File: src/rtl/i2s_tx_sched_if.sv
// Bundled signals between the sample sources, the I2S transmitter and the frame scheduler.
// The scheduler connects through `slave`; whatever drives the sources and control uses `master`.
interface i2s_tx_sched_if #(
    parameter int unsigned N_SRC   = 2,
    parameter int unsigned D_WIDTH = 16
);
    localparam int unsigned GW = (N_SRC > 1) ? $clog2(N_SRC) : 1;

    logic                       enable;
    logic                       mute;
    logic [7:0]                 bclk_period_cfg;
    logic [N_SRC-1:0]           src_vld;
    logic [N_SRC*D_WIDTH-1:0]   src_data;
    logic [N_SRC-1:0]           src_rdy;
    logic [7:0]                 bclk_period;
    logic                       sample_vld;
    logic [D_WIDTH-1:0]         sample;
    logic [GW-1:0]              grant_id;
    logic                       underrun;
    logic [7:0]                 underrun_cnt;
    logic                       busy;

    modport slave (
        input  enable, mute, bclk_period_cfg, src_vld, src_data,
        output src_rdy, bclk_period, sample_vld, sample, grant_id, underrun, underrun_cnt, busy
    );

    modport master (
        output enable, mute, bclk_period_cfg, src_vld, src_data,
        input  src_rdy, bclk_period, sample_vld, sample, grant_id, underrun, underrun_cnt, busy
    );
endinterface

File: src/rtl/i2s_tx_sched.sv
// Frame-paced round-robin scheduler feeding one I2S transmitter sample port.
// One tick per 64*P-cycle frame grants a source (or fills zero and counts an underrun).
module i2s_tx_sched #(
    parameter int unsigned N_SRC   = 2,
    parameter int unsigned D_WIDTH = 16
) (
    input  logic              clk,
    input  logic              rst,
    i2s_tx_sched_if.slave     bus
);
    localparam int unsigned GW = (N_SRC > 1) ? $clog2(N_SRC) : 1;

    typedef enum logic [1:0] {StIdle, StRun, StStop} state_e;

    state_e               state_q, state_d;
    logic [13:0]          tcnt_q, tcnt_d;
    logic [7:0]           period_q, period_d;
    logic                 first_q, first_d;
    logic [GW-1:0]        ptr_q, ptr_d;
    logic [GW-1:0]        grant_id_q, grant_id_d;
    logic                 sample_vld_q, sample_vld_d;
    logic [D_WIDTH-1:0]   sample_q, sample_d;
    logic                 underrun_q, underrun_d;
    logic [7:0]           underrun_cnt_q, underrun_cnt_d;

    logic                 tick;
    logic                 found;
    logic [GW-1:0]        grant;
    logic [N_SRC-1:0]     src_rdy;
    logic [13:0]          frame_last;
    logic                 wrap;
    logic [7:0]           period_cfg;

    assign frame_last = {period_q, 6'b0} - 14'd1;
    assign wrap       = (tcnt_q == frame_last);
    assign period_cfg = (bus.bclk_period_cfg < 8'd2) ? 8'd2 : bus.bclk_period_cfg;

    // First valid source at or after ptr, wrapping modulo N_SRC.
    always_comb begin
        int unsigned idx;
        found = 1'b0;
        grant = '0;
        idx   = 0;
        for (int unsigned k = 0; k < N_SRC; k++) begin
            idx = (int'(ptr_q) + k) % N_SRC;
            if (!found && bus.src_vld[idx]) begin
                found = 1'b1;
                grant = GW'(idx);
            end
        end
    end

    always_comb begin
        state_d        = state_q;
        tcnt_d         = tcnt_q;
        period_d       = period_q;
        first_d        = 1'b0;
        ptr_d          = ptr_q;
        grant_id_d     = grant_id_q;
        sample_vld_d   = 1'b0;
        sample_d       = sample_q;
        underrun_d     = 1'b0;
        underrun_cnt_d = underrun_cnt_q;
        tick           = 1'b0;
        src_rdy        = '0;

        unique case (state_q)
            StIdle: begin
                tcnt_d = '0;
                if (bus.enable) begin
                    period_d = period_cfg;
                    state_d  = StRun;
                    first_d  = 1'b1;
                end
            end
            StRun: begin
                tcnt_d = (first_q || wrap) ? 14'd0 : tcnt_q + 14'd1;
                if (wrap) period_d = period_cfg;
                if (!bus.enable) begin
                    state_d = StStop;
                end else begin
                    tick = first_q || wrap;
                end
            end
            StStop: begin
                if (wrap) begin
                    // Either resume at this boundary or park until the next enable.
                    tcnt_d = '0;
                    if (bus.enable) begin
                        period_d = period_cfg;
                        state_d  = StRun;
                        tick     = 1'b1;
                    end else begin
                        state_d  = StIdle;
                    end
                end else begin
                    tcnt_d = tcnt_q + 14'd1;
                end
            end
            default: state_d = StIdle;
        endcase

        if (tick) begin
            sample_vld_d = 1'b1;
            if (found) begin
                src_rdy    = N_SRC'(1) << grant;
                sample_d   = bus.mute ? '0 : bus.src_data[int'(grant)*D_WIDTH +: D_WIDTH];
                ptr_d      = (int'(grant) == N_SRC - 1) ? '0 : grant + GW'(1);
                grant_id_d = grant;
            end else begin
                sample_d   = '0;
                underrun_d = 1'b1;
                if (underrun_cnt_q != 8'hff) underrun_cnt_d = underrun_cnt_q + 8'd1;
            end
        end
    end

    always_ff @(posedge clk or posedge rst) begin
        if (rst) begin
            state_q        <= StIdle;
            tcnt_q         <= '0;
            period_q       <= 8'd2;
            first_q        <= 1'b0;
            ptr_q          <= '0;
            grant_id_q     <= '0;
            sample_vld_q   <= 1'b0;
            sample_q       <= '0;
            underrun_q     <= 1'b0;
            underrun_cnt_q <= '0;
        end else begin
            state_q        <= state_d;
            tcnt_q         <= tcnt_d;
            period_q       <= period_d;
            first_q        <= first_d;
            ptr_q          <= ptr_d;
            grant_id_q     <= grant_id_d;
            sample_vld_q   <= sample_vld_d;
            sample_q       <= sample_d;
            underrun_q     <= underrun_d;
            underrun_cnt_q <= underrun_cnt_d;
        end
    end

    assign bus.src_rdy      = src_rdy;
    assign bus.bclk_period  = period_q;
    assign bus.sample_vld   = sample_vld_q;
    assign bus.sample       = sample_q;
    assign bus.grant_id     = grant_id_q;
    assign bus.underrun     = underrun_q;
    assign bus.underrun_cnt = underrun_cnt_q;
    assign bus.busy         = (state_q != StIdle);
endmodule

File: src/flat_wrapper.sv
// flat-port wrapper written by rule: the top's interface ports become plain ports
module i2s_tx_sched_flat 
#(
    parameter int unsigned N_SRC   = 2,
    parameter int unsigned D_WIDTH = 16
)
  (clk, rst, bus_enable, bus_mute, bus_bclk_period_cfg, bus_src_vld, bus_src_data, bus_src_rdy, bus_bclk_period, bus_sample_vld, bus_sample, bus_grant_id, bus_underrun, bus_underrun_cnt, bus_busy);
  i2s_tx_sched_if #(.N_SRC(N_SRC), .D_WIDTH(D_WIDTH)) bus_i ();
  input  logic clk;
  input  logic rst;
  input wire logic [$bits(bus_i.enable)-1:0] bus_enable;
  input wire logic [$bits(bus_i.mute)-1:0] bus_mute;
  input wire logic [$bits(bus_i.bclk_period_cfg)-1:0] bus_bclk_period_cfg;
  input wire logic [$bits(bus_i.src_vld)-1:0] bus_src_vld;
  input wire logic [$bits(bus_i.src_data)-1:0] bus_src_data;
  output wire logic [$bits(bus_i.src_rdy)-1:0] bus_src_rdy;
  output wire logic [$bits(bus_i.bclk_period)-1:0] bus_bclk_period;
  output wire logic [$bits(bus_i.sample_vld)-1:0] bus_sample_vld;
  output wire logic [$bits(bus_i.sample)-1:0] bus_sample;
  output wire logic [$bits(bus_i.grant_id)-1:0] bus_grant_id;
  output wire logic [$bits(bus_i.underrun)-1:0] bus_underrun;
  output wire logic [$bits(bus_i.underrun_cnt)-1:0] bus_underrun_cnt;
  output wire logic [$bits(bus_i.busy)-1:0] bus_busy;
  assign bus_i.enable = bus_enable;
  assign bus_i.mute = bus_mute;
  assign bus_i.bclk_period_cfg = bus_bclk_period_cfg;
  assign bus_i.src_vld = bus_src_vld;
  assign bus_i.src_data = bus_src_data;
  assign bus_src_rdy = bus_i.src_rdy;
  assign bus_bclk_period = bus_i.bclk_period;
  assign bus_sample_vld = bus_i.sample_vld;
  assign bus_sample = bus_i.sample;
  assign bus_grant_id = bus_i.grant_id;
  assign bus_underrun = bus_i.underrun;
  assign bus_underrun_cnt = bus_i.underrun_cnt;
  assign bus_busy = bus_i.busy;
  i2s_tx_sched #(.N_SRC(N_SRC), .D_WIDTH(D_WIDTH)) u_core (.clk(clk), .rst(rst), .bus(bus_i));
endmodule
File: config.mk
export PLATFORM = sky130hd
export DESIGN_NAME = i2s_tx_sched_flat
export DESIGN_NICKNAME = d
export VERILOG_FILES = /design/src/rtl/i2s_tx_sched_if.sv /design/src/rtl/i2s_tx_sched.sv /design/src/flat_wrapper.sv
export SDC_FILE = /design/constraint.sdc
export NUM_CORES = 1
export LEC_CHECK = 0
export BUFFER_PORTS_ARGS = -buffer_cell sky130_fd_sc_hd__buf_2
export CAP_MARGIN = 20
export CORE_ASPECT_RATIO = 0.5
export CORE_MARGIN = 3
export CORE_UTILIZATION = 35
export CTS_CLUSTER_SIZE = 10
export DETAILED_ROUTE_END_ITERATION = 10
export GPL_TIMING_DRIVEN = 1
export PLACE_DENSITY = 0.69
export SLEW_MARGIN = 10
export SYNTH_ARGS = -nofsm -noshare
export SYNTH_HDL_FRONTEND = slang
export SYNTH_SLANG_ARGS = --single-unit
File: constraint.sdc
create_clock -name clk -period 3.2 [get_ports clk]
set_clock_uncertainty 0.2 [all_clocks]
set_input_delay 0.64 -clock clk [delete_from_list [all_inputs] [get_ports clk]]
set_output_delay 0.64 -clock clk [all_outputs]
set_load 0.02 [all_outputs]
==> results.yml <==
status:
  outcome: "finished, violations left"
  violations: "negative setup slack"
detailed_routing:
  first_iter_violations: 122
  vias_per_cell: 4.878
  routed_wl_microns: 6503
  wl_per_cell_microns: 13.22
  ant_nets: 0
  dr.pass1.iters: 4
  dr_total_vias: 2400
  drcViolationCount: 0
clock_tree:
  cts_tree: "done"
  cts_buffer_depth: 2
  cts_buffers: 5
  ctsHoldBuffers: 0
  htreeDepth: 2
  clk_pin_slew_ns: 0.07
  cts_sinks: 53
  insertion_delay_ns: 0.29
  root_buffer: "clkbuf_16"
critical_path:
  cpMaxStageDelayCell: "dfstp_2"
  r2r_end: "u_core.bus.underrun_cnt[4]"
  ff2ff_setup_slack_ns: 0.17
  critPathMaxFanout: 7
  critical-path-top-delay-family: "simple AND/OR/NAND/NOR gates"
  cp-end-kind: "primary output"
  start_kind: "flop"
  path_cells: "inv_2, ha_4, xnor2_1, or4_4, a2111oi_4, o2111ai_4, nor3_4, buf_6"
  critPathRequiredTime_ns: 2.36
  cp.arrival_ns: 2.54
  crit_type: "reg2out"
  r2r_cells: 10
  critPathBufInv: 2
  cpPeakStageDelay_ns: 0.54
  reg2reg_from: "u_core.bus.bclk_period[1]"
cells_and_area:
  antenna_cells: 0
  nets: 437
  area_growth_pct: 28.72
  layout-drive-gt1-share: 0.3359
logic_synthesis:
  syn_area_sq_um: 2919
  synth_flop_cell: "dfrtp_1"
  synth.area.top_cells: "dfrtp_1, mux2i_1, nand2_1, o31ai_1, xnor2_1"
  yosys.area.top_type: "dfrtp_1"
  synth_edf_count: 0
  async_flop_share: 1.000
  synth_cell_types: 48
  ys_ff_latch: 53
  avgSynthCellArea_sq_um: 9.963
  synth.net_count: 347
  yosysWarningCount: 0
  ys_seq_area_frac: 0.4548
  synth.top_cell.area_share: 0.4458
  synth_cells: 293
sta:
  fmax_ghz: 0.2960
  tightest_slew_ns: 0.6747
  period_minus_slack_ns: 3.378
  hold_viol_final: 0
  fin_crit_sh: 1.056
  setup_viol: 2
  finalWorstSetupSlack_ns: -0.1785
  grt_setup_unrepaired: "true"
  slew_headroom: 0.5495
  slew_violations: 0
grt:
  grtUsageTotal: 0.1399
  antenna_found_initial: 0
  grt_pass1_wl_microns: 11050
  overflow: 0
  grt_pass1_vias: 2328
  grt_max_degree: 33
placed_design:
  gp_congestion: 0.7685
  place_ws_ns: 0.05307
  port_buffers: 83
  dp_hpwl_microns: 5008
flow_run:
  maxCapViolCount: 0
floorplanning:
  fp.dieW_microns: 135.2
  die_y_microns: 70.58
  coreArea_sq_um: 7707
  rows: 22
  die_area_sq_um: 9538
  ioPinCount: 84
  start_util: 0.3787
power_and_ir_drop:
  power_density_nw_per_um2: 751.9
  peakVddDrop_v: 0.0002775
  power_leakage_nw: 1.842
  total_power_mw: 2.825
min_path:
  hold_class: "in2async"
Yosys cell counts (all sizes together), types with 3 or more instances:
cell	instances
ha	8
buf	5
nor2	27
dfrtp	52
inv	10
o31ai	16
nand2	33
a21oi	6
nand4	5
nand3	8
o21a	3
a21o	5
xnor2	12
or2	4
clkbuf	8
mux2	8
xor2	11
o21ai	10
nand2b	7
nor3	9
mux2i	18
or3	4
routing by layer:
layer | GRT usage | share of wire
met1 | 0.1844 | 0.47
met2 | 0.2291 | 0.47
met3 | 0.03480 | 0.046
met4 | 0.04469 | 0.016
met5 | 0 | 0
where the power goes:
part | switching (mW) | internal [mW]
combinational | 0.703 | 0.542
sequential | 0.137 | 0.830
clock | 0.244 | 0.370
per-stage QoR:
step                      cell area (sq um)  hold WS [ns]  utilization  std cells  TNS (ns)
after floorplan                        2962        0.2790            -        293         0
after global placement                 3551        0.2562       0.4607        481         0
after detailed placement               3551        0.2621       0.4607        481         0
after CTS                              3750        0.2738       0.4865        491   -0.3579
after global routing                   3757        0.3065       0.4875        492   -0.5013
final                                  3757        0.2461       0.4875        492   -0.3028
cell type report:
class	instances	area, sq um
inverters	10	37.54
well taps	108	135.1
clock inverters	3	46.29
clock buffers	5	125.1
repair buffers	96	538.0
flip-flops and latches	53	1328
fillers	730	3950
multi-input cells	217	1548
cells in the final DEF, fill, tap and decap left out, drive strengths merged, types with 7 or more instances in the layout:
master,synthesis,final
o31ai,16,16
nand2b,7,7
nand3,8,8
ha,8,8
nor3,9,9
xor2,11,11
nor2,27,27
mux2,8,8
buf,5,96
inv,10,10
xnor2,12,12
dfrtp,52,52
mux2i,18,18
nand2,33,33
o21ai,10,10
worst max path at each step:
stage | depth (start not counted) | slack, ns | startpoint | endpoint
2_1_floorplan | 8 | 0.002 | u_core.bus.bclk_period[0] | bus_src_rdy[0]
3_3_place_gp | 8 | 0.08 | u_core.bus.bclk_period[1] | bus_src_rdy[0]
3_5_place_dp | 8 | 0.05 | u_core.bus.bclk_period[1] | bus_src_rdy[0]
4_1_cts | 8 | -0.21 | u_core.bus.bclk_period[1] | bus_src_rdy[0]
5_1_grt | 8 | -0.28 | u_core.bus.bclk_period[1] | bus_src_rdy[0]
6_report | 8 | -0.18 | u_core.bus.bclk_period[1] | bus_src_rdy[0]
logic make-up (layout without fill, tap and decap cells):
family	after synthesis	in the layout	share of synthesized area
muxes	26	26	0.09258
adders and majority gates	8	8	0.03429
and+or+nand+nor	110	110	0.1903
AOI/OAI and AO/OA	50	50	0.1282
DFF	53	53	0.4548
buffers and inverters	23	114	0.03086
xor gates and xnor gates	23	23	0.06901
flip-flops by register name (all words and copies together) (netlist names), 2 cells and up:
signal and flops:
u_core.bus.bclk_period 8, u_core.bus.sample 16, u_core.bus.underrun_cnt 8, u_core.state_q 2
u_core.tcnt_q 14
repair_timing:
action                     CTS  global route
hold endpoints to repair     0             0
gates resized for setup      4             0
setup buffers                2             1
pin swaps                    1             0
setup endpoints to repair    2             2
Power figures use the tool's default switching activity.
